===== src/rtl/calc_pkg.sv =====
// Shared types for the four-function calculator: opcodes, sequencer states and error codes.
package calc_pkg;

    typedef enum logic [1:0] {
        OP_ADD = 2'b00,
        OP_SUB = 2'b01,
        OP_MUL = 2'b10,
        OP_DIV = 2'b11
    } op_e;

    typedef enum logic [3:0] {
        S_IDLE,
        S_LATCH,
        S_ADDS,
        S_MSYNC,
        S_MSTART,
        S_MWLO,
        S_MWHI,
        S_DSYNC,
        S_DSTART,
        S_DWLO,
        S_DWHI,
        S_DONE,
        S_ERR
    } seq_state_e;

    typedef enum logic [1:0] {
        ERR_NONE = 2'b00,
        ERR_DIV0 = 2'b01,
        ERR_TMO  = 2'b10
    } err_e;

    // States in which the sequencer is waiting on a unit handshake and the timeout runs.
    function automatic logic is_wait_state(input seq_state_e s);
        return (s == S_MSYNC) || (s == S_MWLO) || (s == S_MWHI) ||
               (s == S_DSYNC) || (s == S_DWLO) || (s == S_DWHI);
    endfunction

endpackage


===== src/rtl/calc_timeout_ctr.sv =====
// Saturating wait-cycle counter; expired is high once the count reaches TIMEOUT-1.
module calc_timeout_ctr #(
    parameter int unsigned TIMEOUT = 64
) (
    input  logic clk,
    input  logic rst_n,
    input  logic clr,
    input  logic en,
    output logic expired
);

    localparam int unsigned   CW   = (TIMEOUT > 2) ? $clog2(TIMEOUT) : 1;
    localparam logic [CW-1:0] LAST = CW'(TIMEOUT - 1);

    logic [CW-1:0] cnt_q, cnt_d;

    always_comb begin
        cnt_d = cnt_q;
        if (clr) begin
            cnt_d = '0;
        end else if (en && (cnt_q != LAST)) begin
            cnt_d = cnt_q + 1'b1;
        end
    end

    always_ff @(posedge clk or negedge rst_n) begin
        if (!rst_n) begin
            cnt_q <= '0;
        end else begin
            cnt_q <= cnt_d;
        end
    end

    assign expired = (cnt_q == LAST);

endmodule


===== src/rtl/calc_op_sequencer.sv =====
// Operation sequencer for the 8-bit calculator: latches operands on Go, drives the adder directly
// and the multiplier/divider through start/done handshakes, and holds the packed result.
module calc_op_sequencer
    import calc_pkg::*;
#(
    parameter int unsigned WIDTH   = 8,
    parameter int unsigned TIMEOUT = 64
) (
    input  logic               Clock,
    input  logic               Resetn,
    input  logic               Go,
    input  logic [1:0]         Op,
    input  logic [WIDTH-1:0]   A,
    input  logic [WIDTH-1:0]   B,
    output logic [WIDTH-1:0]   OpA,
    output logic [WIDTH-1:0]   OpB,
    output logic               AddSub,
    input  logic [WIDTH:0]     SumIn,
    output logic               MulStart,
    input  logic               MulDone,
    input  logic [2*WIDTH-1:0] ProdIn,
    output logic               DivStart,
    input  logic               DivDone,
    input  logic [WIDTH-1:0]   QuotIn,
    input  logic [WIDTH-1:0]   RemIn,
    output logic [2*WIDTH-1:0] Result,
    output logic               Busy,
    output logic               Valid,
    output logic               Error,
    output logic [1:0]         ErrCode
);

    seq_state_e         state_q, state_d;
    op_e                op_q, op_d;
    logic [WIDTH-1:0]   opa_q, opa_d;
    logic [WIDTH-1:0]   opb_q, opb_d;
    logic               add_sub_q, add_sub_d;
    logic [2*WIDTH-1:0] result_q, result_d;
    err_e               err_q, err_d;

    logic tmo_clr;
    logic tmo_en;
    logic tmo_expired;

    calc_timeout_ctr #(
        .TIMEOUT (TIMEOUT)
    ) u_timeout_ctr (
        .clk     (Clock),
        .rst_n   (Resetn),
        .clr     (tmo_clr),
        .en      (tmo_en),
        .expired (tmo_expired)
    );

    // Any state change restarts the count, so each wait state gets its own full budget.
    assign tmo_clr = (state_d != state_q);
    assign tmo_en  = is_wait_state(state_q);

    always_comb begin
        state_d   = state_q;
        op_d      = op_q;
        opa_d     = opa_q;
        opb_d     = opb_q;
        add_sub_d = add_sub_q;
        result_d  = result_q;
        err_d     = err_q;

        unique case (state_q)
            S_IDLE, S_DONE, S_ERR: begin
                if (Go) begin
                    state_d   = S_LATCH;
                    op_d      = op_e'(Op);
                    opa_d     = A;
                    opb_d     = B;
                    add_sub_d = Op[0];
                    err_d     = ERR_NONE;
                end
            end
            S_LATCH: begin
                unique case (op_q)
                    OP_ADD, OP_SUB: state_d = S_ADDS;
                    OP_MUL:         state_d = S_MSYNC;
                    OP_DIV: begin
                        if (opb_q == '0) begin
                            state_d  = S_ERR;
                            err_d    = ERR_DIV0;
                            result_d = '0;
                        end else begin
                            state_d = S_DSYNC;
                        end
                    end
                endcase
            end
            S_ADDS: begin
                result_d = {{(WIDTH-1){SumIn[WIDTH]}}, SumIn};
                state_d  = S_DONE;
            end
            // Exit conditions are tested before the timeout so a same-cycle Done still wins.
            S_MSYNC: begin
                if (MulDone) begin
                    state_d = S_MSTART;
                end else if (tmo_expired) begin
                    state_d  = S_ERR;
                    err_d    = ERR_TMO;
                    result_d = '0;
                end
            end
            S_MSTART: state_d = S_MWLO;
            S_MWLO: begin
                if (!MulDone) begin
                    state_d = S_MWHI;
                end else if (tmo_expired) begin
                    state_d  = S_ERR;
                    err_d    = ERR_TMO;
                    result_d = '0;
                end
            end
            S_MWHI: begin
                if (MulDone) begin
                    state_d  = S_DONE;
                    result_d = ProdIn;
                end else if (tmo_expired) begin
                    state_d  = S_ERR;
                    err_d    = ERR_TMO;
                    result_d = '0;
                end
            end
            S_DSYNC: begin
                if (DivDone) begin
                    state_d = S_DSTART;
                end else if (tmo_expired) begin
                    state_d  = S_ERR;
                    err_d    = ERR_TMO;
                    result_d = '0;
                end
            end
            S_DSTART: state_d = S_DWLO;
            S_DWLO: begin
                if (!DivDone) begin
                    state_d = S_DWHI;
                end else if (tmo_expired) begin
                    state_d  = S_ERR;
                    err_d    = ERR_TMO;
                    result_d = '0;
                end
            end
            S_DWHI: begin
                if (DivDone) begin
                    state_d  = S_DONE;
                    result_d = {RemIn, QuotIn};
                end else if (tmo_expired) begin
                    state_d  = S_ERR;
                    err_d    = ERR_TMO;
                    result_d = '0;
                end
            end
            default: state_d = S_IDLE;
        endcase
    end

    always_ff @(posedge Clock or negedge Resetn) begin
        if (!Resetn) begin
            state_q   <= S_IDLE;
            op_q      <= OP_ADD;
            opa_q     <= '0;
            opb_q     <= '0;
            add_sub_q <= 1'b0;
            result_q  <= '0;
            err_q     <= ERR_NONE;
        end else begin
            state_q   <= state_d;
            op_q      <= op_d;
            opa_q     <= opa_d;
            opb_q     <= opb_d;
            add_sub_q <= add_sub_d;
            result_q  <= result_d;
            err_q     <= err_d;
        end
    end

    assign OpA      = opa_q;
    assign OpB      = opb_q;
    assign AddSub   = add_sub_q;
    assign Result   = result_q;
    assign ErrCode  = err_q;
    assign MulStart = (state_q == S_MSTART);
    assign DivStart = (state_q == S_DSTART);
    assign Valid    = (state_q == S_DONE);
    assign Error    = (state_q == S_ERR);
    assign Busy     = (state_q != S_IDLE) && (state_q != S_DONE) && (state_q != S_ERR);

endmodule


===== config.mk =====
export PLATFORM = sky130hd
export DESIGN_NAME = calc_op_sequencer
export DESIGN_NICKNAME = d
export VERILOG_FILES = /design/src/rtl/calc_pkg.sv /design/src/rtl/calc_timeout_ctr.sv /design/src/rtl/calc_op_sequencer.sv
export SDC_FILE = /design/constraint.sdc
export NUM_CORES = 1
export LEC_CHECK = 0
export CAP_MARGIN = 20
export CELL_PAD_IN_SITES_DETAIL_PLACEMENT = 0
export CELL_PAD_IN_SITES_GLOBAL_PLACEMENT = 2
export CORE_ASPECT_RATIO = 0.8
export CORE_MARGIN = 8
export CORE_UTILIZATION = 28
export DETAILED_ROUTE_END_ITERATION = 12
export GPL_TIMING_DRIVEN = 0
export PLACE_DENSITY_LB_ADDON = 0.1
export SLEW_MARGIN = 15
export SYNTH_ARGS = -nofsm -noshare
export SYNTH_HDL_FRONTEND = slang
export SYNTH_HIERARCHICAL = 1
export SYNTH_SLANG_ARGS = --single-unit

===== constraint.sdc =====
create_clock -name Clock -period 7.35 [get_ports Clock]
set_input_delay 1.8375 -clock Clock [delete_from_list [all_inputs] [get_ports Clock]]
set_output_delay 1.8375 -clock Clock [all_outputs]
set_load 0.01 [all_outputs]

==> Yosys cells after proc, flatten, opt, wreduce, memory -nomap -nowiden <==
Index checks and enable logic that the tools add are counted.
{ "classes": {"eq_ne": 29, "bitwise_logic": 0, "multipliers": 0, "div_mod_pow": 0, "shifts": 0, "muxes": 32, "add_sub_neg": 1, "magnitude_cmp": 0, "reduce_logical": 22} }
{ "op_table": {"columns": ["operator", "n"], "rows": [
  ["$mux 16", 9],
  ["$pmux 16 s8", 1],
  ["$pmux 4 s11", 1],
  ["$mux 4", 9],
  ["$eq 4x4->1 const B", 5],
  ["$ne 2x2->1 const B", 9],
  ["$eq 4x3->1 const B", 4],
  ["$mux 2", 8],
  ["$mux 6", 2],
  ["$pmux 2 s6", 1],
  ["$pmux 4 s3", 1],
  ["$eq 4x2->1 const B", 2],
  ["$logic_not 8->1", 1],
  ["$ne 4x4->1 const B", 2],
  ["$reduce_and 8->1", 1],
  ["$reduce_bool 8->1", 1],
  ["$reduce_and 7->1", 1],
  ["$add 6x1->6 const B", 1],
  ["$eq 6x6->1 const B", 1],
  ["$ne 6x6->1 const B", 1],
  ["$reduce_bool 6->1", 1],
  ["$reduce_or 2->1", 3],
  ["$logic_or 1x1->1", 5],
  ["$eq 2x2->1 const B", 2],
  ["other kinds (10)", 12]
]} }
{ "totals": {"mem_count": 0, "output_inout_bits": 40, "latchBits": 0, "wordCells": 92, "register_bits": 47, "ram_bits": 0, "romBits": 0, "inputBits": 64} }

==> Logic depth before layout (Yosys ltp) <==
Gate-level depths: netlist of run 1.
{ "logic_depth": {"ltp_word": 9, "ltp_mapped": 12, "ltp_nobuf": 12} }

==> Modules after synthesis <==
The synthesis of run 1 kept the hierarchy.
{ "modules_own_cells": {"columns": ["mod", "cells_each", "seq_area_each_um2", "instances", "area_per_inst_um2"], "rows": [
  ["calc_op_sequencer", 221, 1001.0, 1, 2244.7],
  ["calc_timeout_ctr", 32, 150.1, 1, 341.6]
]} }

==> Worst setup path after synthesis of run 1 <==
Ideal clock, no wire load.
{ "synth_path": {"kind": "in2reg", "start": "in MulDone", "end": "reg u_timeout_ctr.cnt_q[1]", "required_ns": 7.271, "path_buffers": 1, "path_slack_ns": 3.567, "stages": 9, "setup_time_ns": 0.079, "arrival_ns": 3.704, "cell_sequence": "clkbuf_1 -> o21ai_0 -> a21oi_1 -> a2111o_1 -> nand4_4 -> xor2_1 -> or4_1 -> nand2b_1 -> mux2i_1"} }
{ "synth_between": {"elab_chain_len": 4, "elab_cells_between_ends": 7, "cone_classes": "1 x eq/ne; 5 x mux; 1 x reduce/logical"} }
{ "synth_rtl": {"columns": ["element", "line_no", "rtl"], "rows": [
  ["start: declaration", "calc_op_sequencer.sv:20", "input logic MulDone,"],
  ["$mux 4, on equally long branches", "calc_op_sequencer.sv:119, calc_op_sequencer.sv:100, calc_op_sequencer.sv:110", null],
  ["$pmux 4 s11 (*)", "calc_op_sequencer.sv:68", "unique case (state_q)"],
  ["net state_d[0]", "calc_op_sequencer.sv:33", "seq_state_e state_q, state_d;"],
  ["$ne 4x4->1 (*)", "calc_op_sequencer.sv:56", "assign tmo_clr = (state_d != state_q);"],
  ["net tmo_clr", "calc_op_sequencer.sv:41", "logic tmo_clr;"],
  ["$mux 6 / $reduce_bool 2->1 (equally long branches)", null, null],
  ["end signal: assignment", "calc_timeout_ctr.sv:30", "cnt_q <= cnt_d;"],
  ["end: declaration", "calc_timeout_ctr.sv:15", "logic [CW-1:0] cnt_q, cnt_d;"]
]} }
The timed path passes the listed nets; every way through them passes the cells marked *.
A chain may end at the register's enable or synchronous reset.

==> Final worst setup path of run 1 <==
{ "layout_path": {"start": "in DivDone", "end": "reg u_timeout_ctr.cnt_q[1]"} }
{ "layout_between": {"elab_chain_len": 4, "elab_cells_between_ends": 7, "cone_classes": "1 x eq/ne; 5 x mux; 1 x reduce/logical"} }
{ "layout_rtl": {"columns": ["element", "line_no", "rtl"], "rows": [
  ["start: declaration", "calc_op_sequencer.sv:23", "input logic DivDone,"],
  ["$mux 4, on equally long branches", "calc_op_sequencer.sv:148, calc_op_sequencer.sv:129, calc_op_sequencer.sv:139", null],
  ["$pmux 4 s11 (*)", "calc_op_sequencer.sv:68", null],
  ["$ne 4x4->1 (*)", "calc_op_sequencer.sv:56", null],
  ["net tmo_clr", "calc_op_sequencer.sv:41", null],
  ["$mux 6 / $reduce_bool 2->1 (equally long branches)", null, null]
]} }
Marks and branches as above.

==> out/results.tsv, run 1 <==
stage	metric	value	unit
status	status	finished, final reports clean	
clocking	hold_buffers	0	
worst_setup_path	crit_buf_inv	2	
worst_setup_path	crit_slowest_cell	or4_1	
sta	max_freq	239	MHz
clocking	cts_made_buffers	5	
placement	place_congestion	0.836	
sta	setup-tns-final	0	ns
worst_setup_path	startpoint_type	primary input	
clocking	htreeDepth	2	
clocking	clk_pin_slew_worst_paths	0.06	ns
placement	placed_cells	471	
detailed_routing	routed_via_density	5.01	
die	die_w	123	um
die	rows	31	
cells_and_area	drive_gt1_frac	0.135	
die	initial_core_util	0.287	
run	max_cap_violations	0	
sta	finalHoldViolations	0	
die	io_pins	104	
placement	dpl.hpwl	6.89	mm
worst_setup_path	cp.required	7.56	ns
yosys	yosys.area.top_type_share	0.445	
cells_and_area	antennaDiodeCount	0	
detailed_routing	route.detailed.drc	0	
global_routing	grt_pass1_vias	2492	
power	power_density	404	nW/um^2
yosys	yosysTopAreaCell	dfrtp_1	
cells_and_area	fin_cells	479	
cells_and_area	syn_to_final_growth	52.2	%
yosys	synth_ff_type	dfrtp_1	
yosys	synthTopCellsByArea	dfrtp_1, mux2_2, a221o_1, nand2_1, a21oi_1	
placement	port_buffers	102	
sta	worst_slew_pin_slew	0.935	ns
detailed_routing	drt-total-wl	8.90	mm
detailed_routing	vias	2401	
clocking	cts_buffer_depth	2	
clocking	cts_resized	0	
global_routing	grt_use_total	0.140	
worst_setup_path	path_class	primary input to flip-flop	
clocking	post_cts_buffers	0	
global_routing	grt_pass1_wl	13.7	mm
power	seq_power_share	0.265	
die	dieArea	12600	sq um
sta	finalMaxSlewViolations	0	
sta	finalSetupViolations	0	
yosys	avgSynthCellArea	10.2	sq um
yosys	synth_cells	253	
global_routing	antenna_found_initial	0	
power	p_sw	612	uW
detailed_routing	first_pass_iters	4	
die	fp.dieH	102	um
worst_setup_path	cp.arrival	4.39	ns
power	power_frac_clock	0.164	
yosys	syn-num-nets	318	
worst_setup_path	regToRegSetupSlack	3.95	ns
yosys	yosysWarnings	6	
power	leakage	0.00163	uW
die	core	9000	sq um
clocking	cts_tree	yes	
yosys	async_flop_share	1.00	
power	comb_power_share	0.571	
power	p_sw_frac	0.384	
worst_setup_path	path_delay_family	simple AND/OR/NAND/NOR gates	
detailed_routing	drt-initial-drc-count	104	
global_routing	grt_overflow	0	
clocking	root_buffer	clkbuf_16	
detailed_routing	antenna_left	0	
clocking	cts_sinks	46	
yosys	synth-edff-count	0	
hold_path	worstHoldPathType	flip-flop to flip-flop	
clocking	clock_latency	0.29	ns
yosys	yosysUniqueCellTypes	60	
cells_and_area	utilization	0.438	
sta	rsz0062_at_grt	false	
worst_setup_path	end_kind	flip-flop	
yosys	synth_seq_area_share	0.445	
sta	layout_min_cycle_time	4.18	ns
sta	relSlewSlack	0.372	
yosys	synth-seq-cells	46	
power	p_int	980	uW
cells_and_area	finalNetCount	428	
sta	holdWs	0.503	ns
global_routing	grt_max_degree	26	
power	max-vdd-ir-drop	152	uV
detailed_routing	wire_per_inst	18.6	um
worst_setup_path	critPathMaxStageDelay	0.70	ns
worst_setup_path	crit_fanout	10	
sta	clock_skew	0.00496	ns
sta	post-route-period-util	0.569	
worst_setup_path	path_cells	clkdlybuf4s50_1 > clkbuf_1 > nand2_1 > o22ai_1 > o21ai_0 > o311ai_0 > o2bb2ai_1 > or4_1 > nand2b_1 > mux2i_1	
yosys	syn_area	2590	sq um
[layout make-up]
type / instances / area [sq um]
Sequential cell: 46 / 1150
Multi-Input combinational cell: 184 / 1330
Buffer: 17 / 90.1
Tap cell: 115 / 144
Timing Repair Buffer: 103 / 1040
Clock buffer: 6 / 129
Clock inverter: 2 / 37.5
Fill cell: 911 / 5060
Inverter: 6 / 22.5
[Yosys cell counts (3+ instances only)]
| cell | instances |
|---|---|
| nand2_1 | 26 |
| o21ai_0 | 9 |
| nor2_1 | 12 |
| a21oi_1 | 14 |
| mux2_2 | 18 |
| a22o_1 | 8 |
| clkbuf_1 | 7 |
| a221o_1 | 16 |
| nand3_1 | 5 |
| a31oi_1 | 4 |
| inv_1 | 5 |
| nor3_1 | 9 |
| dfrtp_1 | 46 |
| nor2b_1 | 3 |
| buf_2 | 6 |
| nand2b_1 | 11 |
[power groups by stage]
stage / combinational (uW) / sequential, uW / clock (uW)
3_5_place_dp: 917 / 427 / 0
2_1_floorplan: 496 / 461 / 0
3_3_place_gp: 921 / 425 / 0
5_1_grt: 988 / 437 / 279
4_1_cts: 919 / 423 / 268
6_report: 909 / 423 / 261
[per-stage QoR]
step / power, uW / setup slack, ns / instance area, sq um
3_3_place_gp: 1350 / 2.87 / 3750
4_1_cts: 1610 / 3.18 / 3940
6_report: 1590 / 3.17 / 3940
5_1_grt: 1700 / 3.00 / 3940
3_5_place_dp: 1340 / 2.88 / 3770
2_1_floorplan: 957 / 3.57 / 2590
[state kept, by name (all words and copies together), names as in the netlist]
name,flops
Result,16
op_q,2
u_timeout_ctr/cnt_q,6
ErrCode,2
OpA,8
OpB,8
state_q,4
[path summary, 6_finish.rpt]
path                            cells after the start                endpoint              startpoint
worst max-delay path                               10  u_timeout_ctr/cnt_q[1]                 DivDone
worst min-delay path                                1                  OpA[2]                  OpA[2]
worst max register to register                     12  u_timeout_ctr/cnt_q[1]  u_timeout_ctr/cnt_q[0]
worst min register to register                      1                  OpA[2]                  OpA[2]
max in group asynchronous                           2                  OpA[5]                  Resetn
min in group asynchronous                           1  u_timeout_ctr/cnt_q[4]                  Resetn
[cells by family after synthesis]
group,share of synthesized area
xor+xnor,0.00677
simple gates,0.184
compound gates,0.219
buf+inv,0.0435
flops,0.445
mux,0.0968
fa+ha+maj,0.00484
[layout by cell type, fill, tap and decap left out, types with 8 or more instances in the layout]
cell / Yosys / routed
o21ai_0: 9 / 9
nand2b_1: 11 / 11
mux2_2: 18 / 18
a21oi_1: 14 / 14
a22o_1: 8 / 8
nand2_1: 26 / 26
clkdlybuf4s50_1: 0 / 101
dfrtp_1: 46 / 46
nor3_1: 9 / 8
nor2_1: 12 / 12
clkbuf_1: 7 / 8
a221o_1: 16 / 16
[routing by layer]
layer	routed length, um	up-vias	GRT usage	share of wire
met4	108	0	0.0314	0.012
met3	664	7	0.0491	0.075
met5	0	-	0	0
li1	-	1178	-	-
met2	4080	74	0.225	0.46
met1	4050	1142	0.178	0.45
Power figures use the tool's default switching activity.
==> run 2, diff against run 1 <==
- CORE_UTILIZATION: 28 -> 26
- clock period: 7.35 -> 4.1 ns (I/O delays scaled with it)
==> out/results.tsv, run 2 (synthesized netlist as in run 1, its figures left out) <==
stage	metric	value	unit	change
status	status	finished, final reports clean		
hold_path	hold_path_depth	1		unchanged
clocking	cts_tree	yes		
clocking	post_cts_buffers	0		unchanged
clocking	cts_sinks	46		unchanged
power	max-vdd-ir-drop	249	uV	+64%
die	die_w	128	um	+3.3%
detailed_routing	drt-total-wl	9.07	mm	+2.0%
clocking	cts_resized	0		unchanged
detailed_routing	first_pass_iters	4		unchanged
worst_setup_path	ff2ff_path_depth	12		unchanged
placement	placed_cells	492		+4.5%
sta	finalSetupViolations	0		unchanged
sta	relSlewSlack	0.309		-0.0625
sta	max_freq	294	MHz	
hold_path	whs_endpoint	ErrCode[1]		
placement	dpl.hpwl	6.87	mm	-0.24%
cells_and_area	drive_gt1_frac	0.137		+0.00275
cells_and_area	finalNetCount	428		unchanged
global_routing	grt_overflow	0		unchanged
worst_setup_path	cp.arrival	3.62	ns	-0.77 ns
worst_setup_path	regToRegSetupSlack	0.70	ns	-3.25 ns
cells_and_area	antennaDiodeCount	0		unchanged
clocking	cts_made_buffers	5		unchanged
global_routing	grt_pass1_vias	2463		-1.2%
sta	finalHoldViolations	0		unchanged
power	comb_power_share	0.582		+0.011
hold_path	min_from	ErrCode[1]		
power	power_density	711	nW/um^2	+76%
die	core	9650	sq um	+7.2%
die	rows	32		+3.2%
cells_and_area	final_cell_mix	clkdlybuf4s50_1, dfrtp_1, nand2_1		
global_routing	antenna_found_initial	0		unchanged
detailed_routing	routed_via_density	4.92		-1.8%
worst_setup_path	end_kind	flip-flop		
run	max_cap_violations	0		unchanged
cells_and_area	syn_to_final_growth	52.8	%	
worst_setup_path	crit_fanout	10		unchanged
detailed_routing	vias	2460		+2.5%
power	p_sw	1110	uW	+82%
sta	clock_skew	0.00760	ns	+0.00265 ns
worst_setup_path	cp.required	4.32	ns	-3.24 ns
detailed_routing	antenna_left	0		unchanged
global_routing	grt_use_total	0.136		-0.00434
worst_setup_path	crit_start	u_timeout_ctr/cnt_q[0]		
power	p_int	1700	uW	+73%
sta	post-route-period-util	0.830		
cells_and_area	fin_cells	500		+4.4%
detailed_routing	wire_per_inst	18.1	um	-2.3%
power	seq_power_share	0.271		+0.006
global_routing	grt_pass1_wl	14.5	mm	+5.9%
worst_setup_path	r2r_end	u_timeout_ctr/cnt_q[1]		
worst_setup_path	r2r-start	u_timeout_ctr/cnt_q[0]		
die	fp.dieH	105	um	+3.2%
sta	setup-tns-final	0	ns	unchanged
sta	layout_min_cycle_time	3.40	ns	
sta	rsz0062_at_grt	false		
cells_and_area	layout_commonest_cell	clkdlybuf4s50_1		
cells_and_area	largest_register_ffs	16		unchanged
die	io_pins	104		unchanged
clocking	htreeDepth	2		unchanged
sta	worst_slew_pin_slew	1.03	ns	+0.0931 ns
clocking	clk_pin_slew_worst_paths	0.07	ns	about the same
worst_setup_path	startpoint_type	flip-flop		
power	p_sw_frac	0.396		+0.0115
global_routing	grt_max_degree	29		+12%
hold_path	worstHoldPathType	flip-flop to flip-flop		
placement	place_congestion	0.858		+2.7%
power	power	2810	uW	+76%
clocking	hold_buffers	0		unchanged
placement	port_buffers	102		unchanged
clocking	root_buffer	clkbuf_16		
sta	finalMaxSlewViolations	0		unchanged
clocking	cts_buffer_depth	2		unchanged
die	dieArea	13400	sq um	+6.6%
detailed_routing	route.detailed.drc	0		unchanged
power	leakage	0.00163	uW	-0.25%
worst_setup_path	path_class	flip-flop to flip-flop		
power	power_frac_clock	0.147		-0.017
detailed_routing	drt-initial-drc-count	182		+75%
clocking	clock_latency	0.29	ns	about the same
die	initial_core_util	0.268		-0.0194
run 2: per-stage QoR:
step	setup slack (ns)	utilization	area, sq um	hold WS, ns
finish	0.697	0.409	3950	0.500
global route	0.451	0.409	3950	0.518
CTS	0.660	0.409	3950	0.503
detailed placement	0.474	0.394	3800	0.486
global placement	0.443	0.391	3780	0.483
floorplan	1.13	-	2590	0.501
run 2: metal layers:
metal  vias to the layer above  global-route usage  wire [um]
met5                         -                   0          0
met4                         0              0.0305         70
met3                         8              0.0427        672
met2                        84               0.202       3970
met1                      1190               0.188       4360
li1                       1178                   -          -
run 2: worst max-delay path, stage by stage, from the launching register on:
cell	delay [ns]
dfrtp_1	0.40
ha_1	0.22
and4_4	0.24
nand2_1	0.07
inv_1	0.18
clkbuf_1	0.40
o21ai_0	0.16
a32oi_1	0.34
nand4_4	0.14
xor2_1	0.16
or4_1	0.67
nand2b_1	0.21
mux2i_1	0.13
run 2: area by class of cell:
class	count	area, sq um
Buffer	17	90.1
Clock buffer	5	125
Clock inverter	3	21.3
Fill cell	940	5700
Inverter	6	22.5
Multi-Input combinational cell	184	1330
Sequential cell	46	1150
Tap cell	136	170
Timing Repair Buffer	103	1040
run 2: how the worst max path moves through the flow:
| stage | to | slack (ns) |
|---|---|---|
| global placement | OpA[2] | 0.44 |
| global route | u_timeout_ctr/cnt_q[3] | 0.45 |
| finish | u_timeout_ctr/cnt_q[1] | 0.70 |
| detailed placement | u_timeout_ctr/cnt_q[1] | 0.47 |
| CTS | u_timeout_ctr/cnt_q[1] | 0.66 |
| floorplan | u_timeout_ctr/cnt_q[1] | 1.13 |
run 2: power groups by stage:
stage | clock [uW] | combinational, uW | sequential (uW)
4_1_cts | 427 | 1650 | 762
2_1_floorplan | 0 | 889 | 827
3_5_place_dp | 0 | 1640 | 770
3_3_place_gp | 0 | 1650 | 767
6_report | 413 | 1630 | 761
5_1_grt | 449 | 1790 | 789
==> run 3, diff against run 2 <==
- CORE_UTILIZATION: 26 -> 23
- clock period: 4.1 -> 2.8 ns (I/O delays scaled with it)
==> out/results.tsv, run 3 (synthesized netlist as in run 1, its figures left out) <==
stage	metric	value	unit	change
status	status	finished, final reports clean		
sta	finalHoldViolations	0		unchanged
worst_setup_path	cp.required	3.01	ns	-1.31 ns
clocking	cts_sinks	46		unchanged
detailed_routing	drt-initial-drc-count	192		+5.5%
cells_and_area	finalNetCount	432		+0.93%
global_routing	grt_overflow	0		unchanged
detailed_routing	antenna_left	0		unchanged
sta	clock_skew	0.00653	ns	-0.00107 ns
placement	port_buffers	102		unchanged
placement	dpl.hpwl	6.96	mm	+1.2%
sta	holdWs	0.354	ns	-0.147 ns
worst_setup_path	startpoint_type	flip-flop		
detailed_routing	routed_via_density	4.93		+0.28%
global_routing	antenna_found_initial	0		unchanged
cells_and_area	syn_to_final_growth	58.7	%	
worst_setup_path	cp.arrival	2.91	ns	-0.71 ns
power	power	4410	uW	+57%
sta	post-route-period-util	0.965		+0.135
worst_setup_path	end_kind	flip-flop		
worst_setup_path	crit_fanout	10		unchanged
cells_and_area	antennaDiodeCount	0		unchanged
die	fp.dieH	111	um	+5.4%
run	max_cap_violations	0		unchanged
detailed_routing	drt-total-wl	9.34	mm	+3.0%
sta	layout_min_cycle_time	2.70	ns	-0.702 ns
power	power_density	1070	nW/um^2	+51%
sta	max_freq	370	MHz	+26%
sta	relSlewSlack	0.495		+0.186
global_routing	grt_pass1_vias	2512		+2.0%
detailed_routing	first_pass_iters	4		unchanged
clocking	clock_latency	0.29	ns	about the same
power	max-vdd-ir-drop	460	uV	+85%
sta	rsz0062_at_grt	true		
global_routing	grt_pass1_wl	14.3	mm	-1.5%
sta	worst_slew_pin_slew	0.753	ns	-0.275 ns
sta	finalMaxSlewViolations	0		unchanged
cells_and_area	largest_register_ffs	16		unchanged
hold_path	worstHoldPathType	primary input to async pin		
die	io_pins	104		unchanged
cells_and_area	drive_gt1_frac	0.177		+0.0393
clocking	root_buffer	clkbuf_16		
die	rows	34		+6.3%
cells_and_area	layout_commonest_cell	clkdlybuf4s50_1		
die	die_w	135	um	+5.5%
cells_and_area	final_cell_mix	clkdlybuf4s50_1, dfrtp_1, nand2_1		
die	core	10900	sq um	+13%
sta	setup-tns-final	0	ns	unchanged
clocking	cts_tree	yes		
global_routing	grt_use_total	0.121		-0.0146
clocking	clk_pin_slew_worst_paths	0.06	ns	about the same
die	initial_core_util	0.237		-0.0315
worst_setup_path	path_class	flip-flop to flip-flop		
clocking	htreeDepth	2		unchanged
clocking	cts_made_buffers	5		unchanged
die	dieArea	14900	sq um	+11%
power	leakage	0.00170	uW	+4.4%
detailed_routing	wire_per_inst	18.2	um	+0.57%
global_routing	grt_max_degree	31		+6.9%
placement	place_congestion	0.795		-7.4%
detailed_routing	route.detailed.drc	0		unchanged
clocking	cts_buffer_depth	2		unchanged
detailed_routing	vias	2526		+2.7%
sta	finalSetupViolations	0		unchanged
[run 3: cell count changes in the layout (fill, tap and decap cells not counted), moves of 2 or more]
| cell | previous run | this run |
|---|---|---|
| o21ai_1 | 2 | 4 |
| o21ai_0 | 9 | 7 |
| nand2b_1 | 11 | 9 |
| buf_4 | 1 | 5 |
| nand2b_4 | 0 | 2 |
| clkbuf_1 | 7 | 5 |
| bufinv_16 | 0 | 2 |
[run 3: final timing paths]
| kind | from | end | slack, ns | cells after the start |
|---|---|---|---|---|
| max in group asynchronous | Resetn | state_q[2] | 1.92 | 2 |
| min in group Clock | ErrCode[0] | ErrCode[0] | 0.50 | 1 |
| worst min-delay path | Resetn | u_timeout_ctr/cnt_q[4] | 0.35 | 1 |
| worst max-delay path | u_timeout_ctr/cnt_q[0] | u_timeout_ctr/cnt_q[1] | 0.1 | 12 |
| worst min register to register | ErrCode[0] | ErrCode[0] | 0.50 | 1 |
| worst max register to register | u_timeout_ctr/cnt_q[0] | u_timeout_ctr/cnt_q[1] | 0.1 | 12 |
[run 3: cell type report]
cell class	count	area, sq um
clock buffers	6	139
multi-input cells	184	1380
well taps	144	180
clock inverters	2	60.1
fillers	1110	6830
flip-flops and latches	46	1150
plain buffers	17	103
inverters	6	25.0
repair buffers	107	1070
[run 3: worst max-delay path, stage by stage (launching register included)]
cell and delay [ns]:
dfrtp_1 0.40, ha_4 0.16, and4_4 0.23, nand2_2 0.08, inv_4 0.09, buf_8 0.13, o21ai_0 0.11, a32oi_2 0.26
nand4_4 0.13, xor2_1 0.16, or4_4 0.59, nand2b_4 0.17, mux2i_1 0.12
[run 3: power breakdown]
group	switching (uW)	internal, uW
registers	174	942
clock network	256	536
logic	1230	1280
total	1660	2750
[run 3: per-layer routing]
metal	vias up	track usage	wire length, um
li1	1181	-	-
met1	1236	0.164	4450
met2	99	0.184	4170
met3	10	0.0394	644
met4	0	0.0261	78
met5	-	0	0
[run 3: per-stage QoR]
step                      area, sq um   util  std cells  worst slack [ns]
after floorplan                  2590      -        253            0.0300
after global placement           3790  0.347        499            -0.545
after detailed placement         3810  0.348        500            -0.491
after CTS                        4050  0.370        510            0.0442
after global routing             4100  0.375        512           -0.0503
final                            4100  0.375        512            0.0991
[run 3: timing repair]
| item | CTS | global route |
|---|---|---|
| setup endpoints to repair | 6 | 15 |
| hold buffers | 0 | 0 |
| resized for setup | 8 | 11 |
| pin swaps | 2 | 6 |
| setup buffers | 2 | 2 |
